==> config.mk <==
export PLATFORM = sky130hd
export DESIGN_NAME = sap_regfile
export DESIGN_NICKNAME = d
export VERILOG_FILES = /design/src/rtl/sap_pkg.sv /design/src/rtl/sap_incdec.sv /design/src/rtl/sap_regfile.sv
export SDC_FILE = /design/constraint.sdc
export NUM_CORES = 1
export LEC_CHECK = 0
export CAP_MARGIN = 10
export CELL_PAD_IN_SITES_DETAIL_PLACEMENT = 0
export CELL_PAD_IN_SITES_GLOBAL_PLACEMENT = 1
export CORE_MARGIN = 3
export CORE_UTILIZATION = 42
export DETAILED_ROUTE_END_ITERATION = 6
export HOLD_SLACK_MARGIN = 0.03
export PLACE_DENSITY = 0.86
export SKIP_CTS_REPAIR_TIMING = 1
export SYNTH_ARGS = -nofsm -noshare
export SYNTH_HDL_FRONTEND = slang
export SYNTH_SLANG_ARGS = --single-unit
==> constraint.sdc <==
create_clock -name clk -period 4.7 [get_ports clk]
set_input_delay 0.705 -clock clk [delete_from_list [all_inputs] [get_ports clk]]
set_output_delay 0.705 -clock clk [all_outputs]
set_load 0.005 [all_outputs]
==> src/rtl/sap_pkg.sv <==
// Shared definitions for the SAP register file: write-port op encoding.
package sap_pkg;

    localparam int unsigned OP_WIDTH = 2;

    typedef enum logic [OP_WIDTH-1:0] {
        OP_HOLD = 2'b00,
        OP_LOAD = 2'b01,
        OP_INC  = 2'b10,
        OP_DEC  = 2'b11
    } op_t;

endpackage : sap_pkg

==> src/rtl/sap_incdec.sv <==
// Combinational modify unit: computes the new register value and its flags.
module sap_incdec
    import sap_pkg::*;
#(
    parameter int unsigned DATA_WIDTH = 8
) (
    input  logic [DATA_WIDTH-1:0] old_val,
    input  op_t                   op,
    input  logic [DATA_WIDTH-1:0] wdata,
    output logic [DATA_WIDTH-1:0] result_c,
    output logic                  carry_c,
    output logic                  zero_c
);

    // Result and carry per op; HOLD passes the old value through.
    always_comb begin
        result_c = old_val;
        carry_c  = 1'b0;
        case (op)
            OP_LOAD: result_c = wdata;
            OP_INC: begin
                result_c = old_val + DATA_WIDTH'(1);
                carry_c  = &old_val;
            end
            OP_DEC: begin
                result_c = old_val - DATA_WIDTH'(1);
                carry_c  = ~|old_val;
            end
            default: result_c = old_val;
        endcase
        zero_c = (result_c == '0);
    end

endmodule : sap_incdec

==> src/rtl/sap_regfile.sv <==
// Multi-register store with one load/inc/dec write port, two combinational
// read ports with optional write-through bypass, and zero/carry flags.
module sap_regfile
    import sap_pkg::*;
#(
    parameter  int unsigned DATA_WIDTH = 8,
    parameter  int unsigned NUM_REGS   = 4,
    parameter  bit          BYPASS     = 1'b1,
    localparam int unsigned ADDR_WIDTH = $clog2(NUM_REGS)
) (
    input  logic                  clk,
    input  logic                  clr,
    input  logic                  i_en,
    input  logic [1:0]            i_op,
    input  logic [ADDR_WIDTH-1:0] i_waddr,
    input  logic [DATA_WIDTH-1:0] i_wdata,
    input  logic [ADDR_WIDTH-1:0] i_raddr_a,
    input  logic [ADDR_WIDTH-1:0] i_raddr_b,
    output logic [DATA_WIDTH-1:0] o_rdata_a,
    output logic [DATA_WIDTH-1:0] o_rdata_b,
    output logic                  o_zero,
    output logic                  o_carry
);

    logic [DATA_WIDTH-1:0] regs [NUM_REGS];

    op_t                   op_c;
    logic                  waddr_ok_c;
    logic                  raddr_a_ok_c;
    logic                  raddr_b_ok_c;
    logic                  we_c;
    logic [DATA_WIDTH-1:0] old_c;
    logic [DATA_WIDTH-1:0] result_c;
    logic                  carry_c;
    logic                  zero_c;

    assign op_c = op_t'(i_op);

    // Address range checks only matter when NUM_REGS leaves holes in the map.
    if (NUM_REGS == (1 << ADDR_WIDTH)) begin : g_full_map
        assign waddr_ok_c   = 1'b1;
        assign raddr_a_ok_c = 1'b1;
        assign raddr_b_ok_c = 1'b1;
    end else begin : g_partial_map
        assign waddr_ok_c   = 32'(i_waddr)   < NUM_REGS;
        assign raddr_a_ok_c = 32'(i_raddr_a) < NUM_REGS;
        assign raddr_b_ok_c = 32'(i_raddr_b) < NUM_REGS;
    end

    // Write-enable qualification and selection of the register being modified.
    always_comb begin
        we_c  = i_en && (op_c != OP_HOLD) && waddr_ok_c;
        old_c = '0;
        if (waddr_ok_c) begin
            old_c = regs[i_waddr];
        end
    end

    sap_incdec #(
        .DATA_WIDTH (DATA_WIDTH)
    ) u_incdec (
        .old_val  (old_c),
        .op       (op_c),
        .wdata    (i_wdata),
        .result_c (result_c),
        .carry_c  (carry_c),
        .zero_c   (zero_c)
    );

    // Register array and flags; clr wins over any write.
    always_ff @(posedge clk) begin
        if (clr) begin
            regs    <= '{default: '0};
            o_zero  <= 1'b0;
            o_carry <= 1'b0;
        end else if (we_c) begin
            regs[i_waddr] <= result_c;
            o_zero        <= zero_c;
            o_carry       <= carry_c;
        end
    end

    // Read muxes: holes read as 0, optional bypass of the in-flight result.
    always_comb begin
        o_rdata_a = '0;
        o_rdata_b = '0;
        if (raddr_a_ok_c) begin
            o_rdata_a = regs[i_raddr_a];
        end
        if (raddr_b_ok_c) begin
            o_rdata_b = regs[i_raddr_b];
        end
        if (BYPASS && we_c && (i_raddr_a == i_waddr)) begin
            o_rdata_a = result_c;
        end
        if (BYPASS && we_c && (i_raddr_b == i_waddr)) begin
            o_rdata_b = result_c;
        end
    end

endmodule : sap_regfile

Word level (Yosys, flattened, before mapping):

Cells that the tools add are included.

* add/subtract/negate cells: 2
* $lt $le $gt $ge: 4
* equal/unequal tests: 5
* muxes and demuxes: 16
* bitwise gates (word level): 3
* reductions and logical operators: 9

Operator list (number)
* $mux 8: 9
* $bmux 8 s2: 3
* $bwmux 32: 1
* $pmux 8 s3: 1
* $demux 8 s2: 1
* $ge 3x3->1 const B: 3
* $not 2->3: 3
* $add 8x1->8 const B: 1
* $logic_not 8->1: 1
* $reduce_and 8->1: 1
* $reduce_or 8->1: 1
* $sub 8x1->8 const B: 1
* $eq 2x2->1: 2
* $eq 2x2->1 const B: 2
* $logic_and 1x1->1: 4
* $lt 3x1->1 const B: 1
* $eq 2x1->1 const B: 1
* $pmux 1 s2: 1
* $reduce_bool 2->1: 1
* $logic_not 1->1: 1

* register bits: 34
* word-level logic and storage cells: 45

Longest topological paths before layout:

Gate-level depths: netlist of the first run.

* depth in word-level cells: 7
* depth in mapped cells: 10
* mapped depth without buffers: 8

Hierarchy:

A second synthesis of the first run with hierarchy kept.

* cells, all modules: 270
* area, all modules: 2871.5 µm²

Modules (own cells, without submodules)
* sap_regfile: times used 1, cells each 179, area an instance 2239.6 µm², sequential area each 680.7 µm²
* sap_incdec: times used 1, cells each 91, area an instance 631.9 µm², sequential area each 0.0 µm²

Worst setup path after synthesis of the first run:

No wires, ideal clock.

* path kind: input port to output port
* from: in i_waddr[0]
* to: out o_rdata_a[7]
* data arrival time: 3.348 ns
* required time: 3.995 ns
* path slack: 0.647 ns
* cell stages on the path: 10
* cells stage by stage: buf_2 -> clkbuf_1 -> mux4_2 -> ha_1 -> nand3_1 -> o221ai_1 -> a2111oi_0 -> a311o_1 -> a21o_1 -> mux2_2

* word-level cells in the longest chain between the ends: 7

Ends and longest elaborated chain
* start, declared: line sap_regfile.sv:15 `input logic [ADDR_WIDTH-1:0] i_waddr,`
* $not 2->3 (implied by the code): line sap_regfile.sv:55 `old_c = regs[i_waddr];`
* $bmux 8 s2: line sap_regfile.sv:55
* $mux 8 (implied by the code) (2 in a row): line sap_regfile.sv:55
* $sub 8x1->8 / $add 8x1->8 (equally long branches): line sap_incdec.sv:26, sap_incdec.sv:22
* $pmux 8 s3: line sap_incdec.sv:19 `case (op)`
* $mux 8 (*): line sap_regfile.sv:93 `if (BYPASS && we_c && (i_raddr_a == i_waddr)) begin`
* end, declared: line sap_regfile.sv:19 `output logic [DATA_WIDTH-1:0] o_rdata_a,`

Mark *: on every way between the ends. The rest lies on a longest branch, timed or not. The select of a mux whose other input is x is not followed.

Worst setup path after layout of the first run:

* from: in i_waddr[1]
* to: out o_rdata_b[7]

* word-level cells in the longest chain between the ends: 7

Ends and longest elaborated chain
* $not 2->3 (implied by the code): line sap_regfile.sv:55
* $bmux 8 s2: line sap_regfile.sv:55
* $mux 8 (implied by the code) (2 in a row): line sap_regfile.sv:55
* $sub 8x1->8 / $add 8x1->8 (equally long branches): line sap_incdec.sv:26, sap_incdec.sv:22
* $pmux 8 s3: line sap_incdec.sv:19
* $mux 8 (*): line sap_regfile.sv:96 `if (BYPASS && we_c && (i_raddr_b == i_waddr)) begin`
* end, declared: line sap_regfile.sv:20 `output logic [DATA_WIDTH-1:0] o_rdata_b,`

Marks and branches as above.

==> results of run 1 <==
[state kept, by name (all words and copies together) (netlist names)]
name / flops
o_carry: 1
regs: 32
o_zero: 1
[layout by cell type, fill, tap and decap left out, drive strengths merged, types with 7 or more instances in the layout]
| cell | instances |
|---|---|
| mux4 | 24 |
| clkbuf | 8 |
| nor3 | 9 |
| mux2 | 17 |
| a211oi | 7 |
| nand2 | 48 |
| mux2i | 15 |
| buf | 40 |
| a21oi | 27 |
| nor2 | 24 |
| clkdlybuf4s50 | 34 |
| dfxtp | 34 |
[Yosys cell counts, types with 2 or more instances]
cell type	count	share of area
xnor2_1	3	0.0099
a211oi_1	7	0.020
nor3_2	3	0.011
nand4_1	2	0.0047
nor3_1	6	0.011
dfxtp_1	34	0.26
a21o_1	2	0.0057
mux4_2	24	0.20
nor2b_1	2	0.0047
buf_2	5	0.0095
nand2_1	48	0.068
nand3b_1	2	0.0057
inv_2	2	0.0028
a21oi_1	26	0.049
buf_1	3	0.0043
and2_1	2	0.0047
o21ai_0	3	0.0057
clkbuf_1	10	0.014
o21ai_1	3	0.0057
xor2_1	4	0.013
nand3_1	6	0.011
nand2b_1	2	0.0047
mux2_2	17	0.072
nor2_1	23	0.033
ha_1	6	0.028
mux2i_1	15	0.057
[layout make-up]
cell class,instances,area share
clock buffer,7,0.0252
clock inverter,1,0.00146
inverter,2,0.00219
multi-input combinational,227,0.553
sequential,34,0.199
tap,75,0.0274
timing repair buffer,76,0.192
[metrics by stage]
stage	setup WS (ns)	hold slack [ns]	std cells
floorplan	0.647	0.448	282
global placement	-0.156	0.440	414
global route	0.107	0.480	422
finish	0.272	0.450	422
detailed placement	-0.211	0.442	414
CTS	-0.222	0.453	422
[where the power goes]
part           switching, mW  total [mW]  internal (mW)
combinational          0.105       0.216          0.111
sequential           0.00941       0.307          0.297
clock                  0.119       0.237          0.118
total                  0.233       0.760          0.527
[routing by layer]
layer | wire (microns) | vias to the layer above | global-route usage | part of all wire
met4 | 122 | 0 | 0.0676 | 0.015
met5 | 0 | - | 0 | 0
li1 | - | 1175 | - | -
met2 | 3850 | 115 | 0.379 | 0.48
met1 | 3500 | 1204 | 0.314 | 0.43
met3 | 620 | 13 | 0.0437 | 0.077
[worst paths after layout]
path	endpoint	cells past startpoint
worst max-delay path	o_rdata_b[7]	11
worst min-delay path	o_carry	2
worst max register to register	o_zero	11
worst min register to register	o_carry	2
[kinds of logic after synthesis]
group	Yosys count
and+or+nand+nor	104
muxes	56
xor gates and xnor gates	7
AOI/OAI and AO/OA	53
buffers and inverters	21
DFF	34
adders and majority gates	7
[worst register-to-register path: cells and delay by family (launching register included)]
kind                       cells  cell delay, ns
AOI/OAI and AO/OA              4            0.65
and+or+nand+nor                1            0.54
muxes                          1            0.51
buffers and inverters          3            0.47
DFF                            1            0.36
adders and majority gates      1            0.34
xor gates and xnor gates       1            0.19
==> flow_metrics.env, run 1 <==
export IMPL_status="complete, no violations"
export IMPL_drt_iter0_drc=192
export IMPL_crit_path_cell_trace="clkbuf_2 -> buf_4 -> mux4_2 -> ha_1 -> a21oi_1 -> o21ai_0 -> a21o_1 -> a311o_1 -> a21o_1 -> mux2_2 -> clkdlybuf4s50_1"
export IMPL_placed_area_sq_um=3320
export IMPL_synth_area_sq_um=2650
export IMPL_final_util=0.568
export IMPL_cts_buffers=5
export IMPL_fin_tns_setup_ns=0
export IMPL_gr_total_overflow=0
export IMPL_drc=0
export IMPL_num_rows=28
export IMPL_grt_pass1_vias=2532
export IMPL_cts_sinks=34
export IMPL_maxCapViolCount=0
export IMPL_synth_top_family_by_area="multiplexers"
export IMPL_power_density_nw_per_um2=222
export IMPL_syn_num_nets=308
export IMPL_dieWidth_microns=85.4
export IMPL_drive_above_1_share=0.288
export IMPL_via_per_inst=5.94
export IMPL_avgSynthCellArea_sq_um=9.38
export IMPL_cpMostUsedCell="a21o_1"
export IMPL_final_hold_viol_count=0
export IMPL_worstPathArrival_ns=3.72
export IMPL_nNetsFinal=372
export IMPL_portBuffers=36
export IMPL_post_dp_hpwl_mm=5.89
export IMPL_boundaryPins=37
export IMPL_num_vias=2507
export IMPL_endpoint_kind="primary output"
export IMPL_hold_class="reg2reg"
export IMPL_yosysSeqAreaShare=0.257
export IMPL_synth_seq_cells=34
export IMPL_synth_compound_area_frac=0.130
export IMPL_start_kind="input port"
export IMPL_synthSimpleGateAreaFrac=0.185
export IMPL_fin_crit_sh=0.942
export IMPL_timing_fmax_ghz=0.226
export IMPL_synth_warnings=0
export IMPL_grt_setup_unrepaired="no"
export IMPL_r2r_start="regs[2]"
export IMPL_syn_inst=282
export IMPL_synthArstFlopShare=0
export IMPL_routed_wl_mm=8.10
export IMPL_final_max_slew_viol_count=0
export IMPL_setup_viol=0
export IMPL_num_antenna_cells=0
export IMPL_multi_input_area_sq_um=1890
export IMPL_gr_usage_all_layers=0.233
export IMPL_critPathBufInv=3
export IMPL_clockRootBuffer="clkbuf_8"
export IMPL_synth_mux_area_frac=0.333
export IMPL_synth_cell_type_count=48
export IMPL_fp_dieH_microns=85.4
export IMPL_timing_reg2reg_setup_slack_ns=1.58
export IMPL_regArea_sq_um=681
export IMPL_slew_headroom=0.302
export IMPL_synth_edf_count=0
export IMPL_synthAdderAreaFrac=0.0359
export IMPL_crit_type="in2out"
export IMPL_cts_max_level=2
export IMPL_finalCriticalPeriod_ns=4.43
export IMPL_drtAntennaViolNets=0
export IMPL_grt_pass1_wl_mm=13.2
export IMPL_antenna_found_initial=0
export IMPL_crit_fanout=11
export IMPL_irDropWorstVdd_mv=0.105
export IMPL_globalplace_congestion=0.886
export IMPL_synth_flop_cell="dfxtp_1"
export IMPL_worstPathRequired_ns=3.99
export IMPL_syn2layout_area_growth_pct=29.4
export IMPL_synth_xor_area_frac=0.0232
export IMPL_p_total_mw=0.760
export IMPL_clk_path_buf_depth=2
export IMPL_stdcell_area_sq_um=3420
export IMPL_clk_pin_slew_ns=0.08
export IMPL_drtPass1Iterations=5
export IMPL_fin_worst_skew_ns=0.00868
export IMPL_cp_slowest_cell="mux4_2"
export IMPL_wl_per_cell_microns=19.2
export IMPL_startpoint="i_waddr[1]"
export IMPL_die_area_sq_um=7290
export IMPL_min_from="o_carry"
export IMPL_crit_path_max_incr_delay_ns=0.57
export IMPL_clk_latency_ns=0.30
export IMPL_grt_start_max_net_pins=36
export IMPL_tritoncts="done"
export IMPL_leakagePower_nw=1.30
export IMPL_fillerInstances=563
export IMPL_critPathTopFamily="compound AO/OA/AOI/OAI gates"
export IMPL_initial_core_util=0.439
export IMPL_worst_slew_pin_slew_ns=1.04
export IMPL_core_sq_um=6030
(Power assumes the default switching activity.)
==> run 2, diff against run 1 <==
--- a/config.mk
+++ b/config.mk
@@ -14,6 +14,7 @@
 export HOLD_SLACK_MARGIN = 0.03
 export PLACE_DENSITY = 0.86
 export SKIP_CTS_REPAIR_TIMING = 1
+export SLEW_MARGIN = 30
 export SYNTH_ARGS = -nofsm -noshare
 export SYNTH_HDL_FRONTEND = slang
 export SYNTH_SLANG_ARGS = --single-unit
==> run 2 against run 1 <==
- critical path type unchanged
- via count increased by 0.24%
- utilization down 0.21 points
- global-route usage decreased by 0.16 points
- count of clock-buffer cells in the layout stayed put
- clock skew fell by 0.0022 ns
- wire length is 0.96% lower
- final cell count did not move
- critical endpoint is now o_rdata_b[6]
- fmax down 0.33%
- clock power about the same
- non-clock buffer count did not move
- sequential power hardly changed
==> flow_metrics.env, run 2 (same netlist as run 1, synthesis figures left out) <==
export IMPL_crit_type="in2out"
export IMPL_fin_crit_sh=0.945
export IMPL_start_kind="input port"
export IMPL_core_sq_um=6030
export IMPL_drt_iter0_drc=127
export IMPL_finalCriticalPeriod_ns=4.44
export IMPL_grt_start_max_net_pins=36
export IMPL_crit_fanout=11
export IMPL_cts_buffers=5
export IMPL_portBuffers=36
export IMPL_dr_wl_met3_microns=713
export IMPL_gr_total_overflow=0
export IMPL_wl_met2_mm=3.85
export IMPL_tritoncts="done"
export IMPL_final_hold_viol_count=0
export IMPL_top_regs="regs (32), o_carry (1), o_zero (1)"
export IMPL_routed_wl_mm=8.02
export IMPL_p_total_mw=0.754
export IMPL_grt_pass1_vias=2557
export IMPL_num_vias=2513
export IMPL_wl_met1_mm=3.36
export IMPL_layout_common_cells="nand2_1, buf_4, clkdlybuf4s50_1, dfxtp_1, a21oi_1"
export IMPL_reg2reg_depth=11
export IMPL_layout_commonest_cell="nand2_1"
export IMPL_largest_register="regs"
export IMPL_antenna_found_initial=0
export IMPL_min_from="o_carry"
export IMPL_fp_dieH_microns=85.4
export IMPL_num_antenna_cells=0
export IMPL_power_density_nw_per_um2=221
export IMPL_grt_setup_unrepaired="no"
export IMPL_fillerInstances=564
export IMPL_clockRootBuffer="clkbuf_8"
export IMPL_grt_pass1_wl_mm=13.1
export IMPL_hold_path_end="o_carry"
export IMPL_timing_fmax_ghz=0.225
export IMPL_final_max_slew_viol_count=0
export IMPL_cts_sinks=34
export IMPL_fin_worst_skew_ns=0.00643
export IMPL_worst_slew_pin_slew_ns=0.695
export IMPL_die_area_sq_um=7290
export IMPL_leakagePower_nw=1.29
export IMPL_hold_ws_ns=0.462
export IMPL_post_dp_hpwl_mm=5.87
export IMPL_clk_path_buf_depth=2
export IMPL_irDropWorstVdd_mv=0.107
export IMPL_drive_above_1_share=0.288
export IMPL_highest_layer="met4"
export IMPL_initial_core_util=0.439
export IMPL_r2r_start="regs[10]"
export IMPL_drtAntennaViolNets=0
export IMPL_clk_pin_slew_ns=0.07
export IMPL_gr_usage_all_layers=0.231
export IMPL_syn2layout_area_growth_pct=28.9
export IMPL_timing_reg2reg_setup_slack_ns=1.58
export IMPL_globalplace_congestion=0.886
export IMPL_boundaryPins=37
export IMPL_slew_headroom=0.534
export IMPL_via_per_inst=5.95
export IMPL_cts_max_level=2
export IMPL_hold_class="reg2reg"
export IMPL_worstReg2RegEnd="o_zero"
export IMPL_setup_viol=0
export IMPL_clk_latency_ns=0.30
export IMPL_largest_reg_flops=32
export IMPL_nNetsFinal=372
export IMPL_endpoint_kind="primary output"
export IMPL_drc=0
export IMPL_num_rows=28
export IMPL_worstPathRequired_ns=3.99
export IMPL_wl_per_cell_microns=19.0
export IMPL_maxCapViolCount=0
export IMPL_hold_depth=2
export IMPL_status="complete, no violations"
export IMPL_drtPass1Iterations=4
export IMPL_dieWidth_microns=85.4
export IMPL_worstPathArrival_ns=3.74
[run 2: cell counts in the layout (fill, tap and decap cells not counted)]
Identical to the previous run, type by type.
[run 2: worst max-delay path: stages]
cell and delay, ns:
clkbuf_2 0.15, buf_4 0.23, mux4_2 0.56, fa_1 0.42, nand3_1 0.14, a21boi_0 0.17
o2111a_1 0.28, nor3_2 0.36, mux2_2 0.23, clkdlybuf4s50_1 0.49
[run 2: area by class of cell]
type	instances	area [sq um]	area share
clock buffers	7	86.3	0.0253
multi-input cells	227	1880	0.551
flip-flops and latches	34	681	0.199
clock inverters	1	5.00	0.00147
well taps	75	93.8	0.0275
repair buffers	76	658	0.193
inverters	2	7.51	0.00220
[run 2: per-stage QoR]
stage / TNS (ns) / area, sq um / instances / utilization / setup slack, ns
floorplan: 0 / 2650 / 282 / - / 0.647
global placement: -0.720 / 3320 / 414 / 0.550 / -0.156
detailed placement: -1.05 / 3320 / 414 / 0.551 / -0.216
CTS: -1.12 / 3410 / 422 / 0.566 / -0.226
global route: 0 / 3410 / 422 / 0.566 / 0.0766
finish: 0 / 3410 / 422 / 0.566 / 0.257
[run 2: metal layers]
layer  vias up  global-route usage
met5         -                   0
met4         0              0.0619
met1      1207               0.305
met3        13              0.0485
met2       119               0.384
li1       1174                   -
[run 2: worst max path at each step]
stage	slack, ns	from	to	depth (start not counted)
floorplan	0.65	i_waddr[0]	o_rdata_a[7]	10
global placement	-0.16	i_waddr[1]	o_rdata_b[6]	10
detailed placement	-0.22	i_waddr[1]	o_rdata_b[6]	10
CTS	-0.23	i_waddr[1]	o_rdata_b[6]	10
global route	0.08	i_waddr[1]	o_rdata_b[7]	11
finish	0.26	i_waddr[1]	o_rdata_b[6]	10
[run 2: report_power, final]
group | switching, mW | internal (mW) | total (mW)
Sequential | 0.00932 | 0.297 | 0.306
Clock | 0.116 | 0.118 | 0.234
Combinational | 0.103 | 0.110 | 0.213
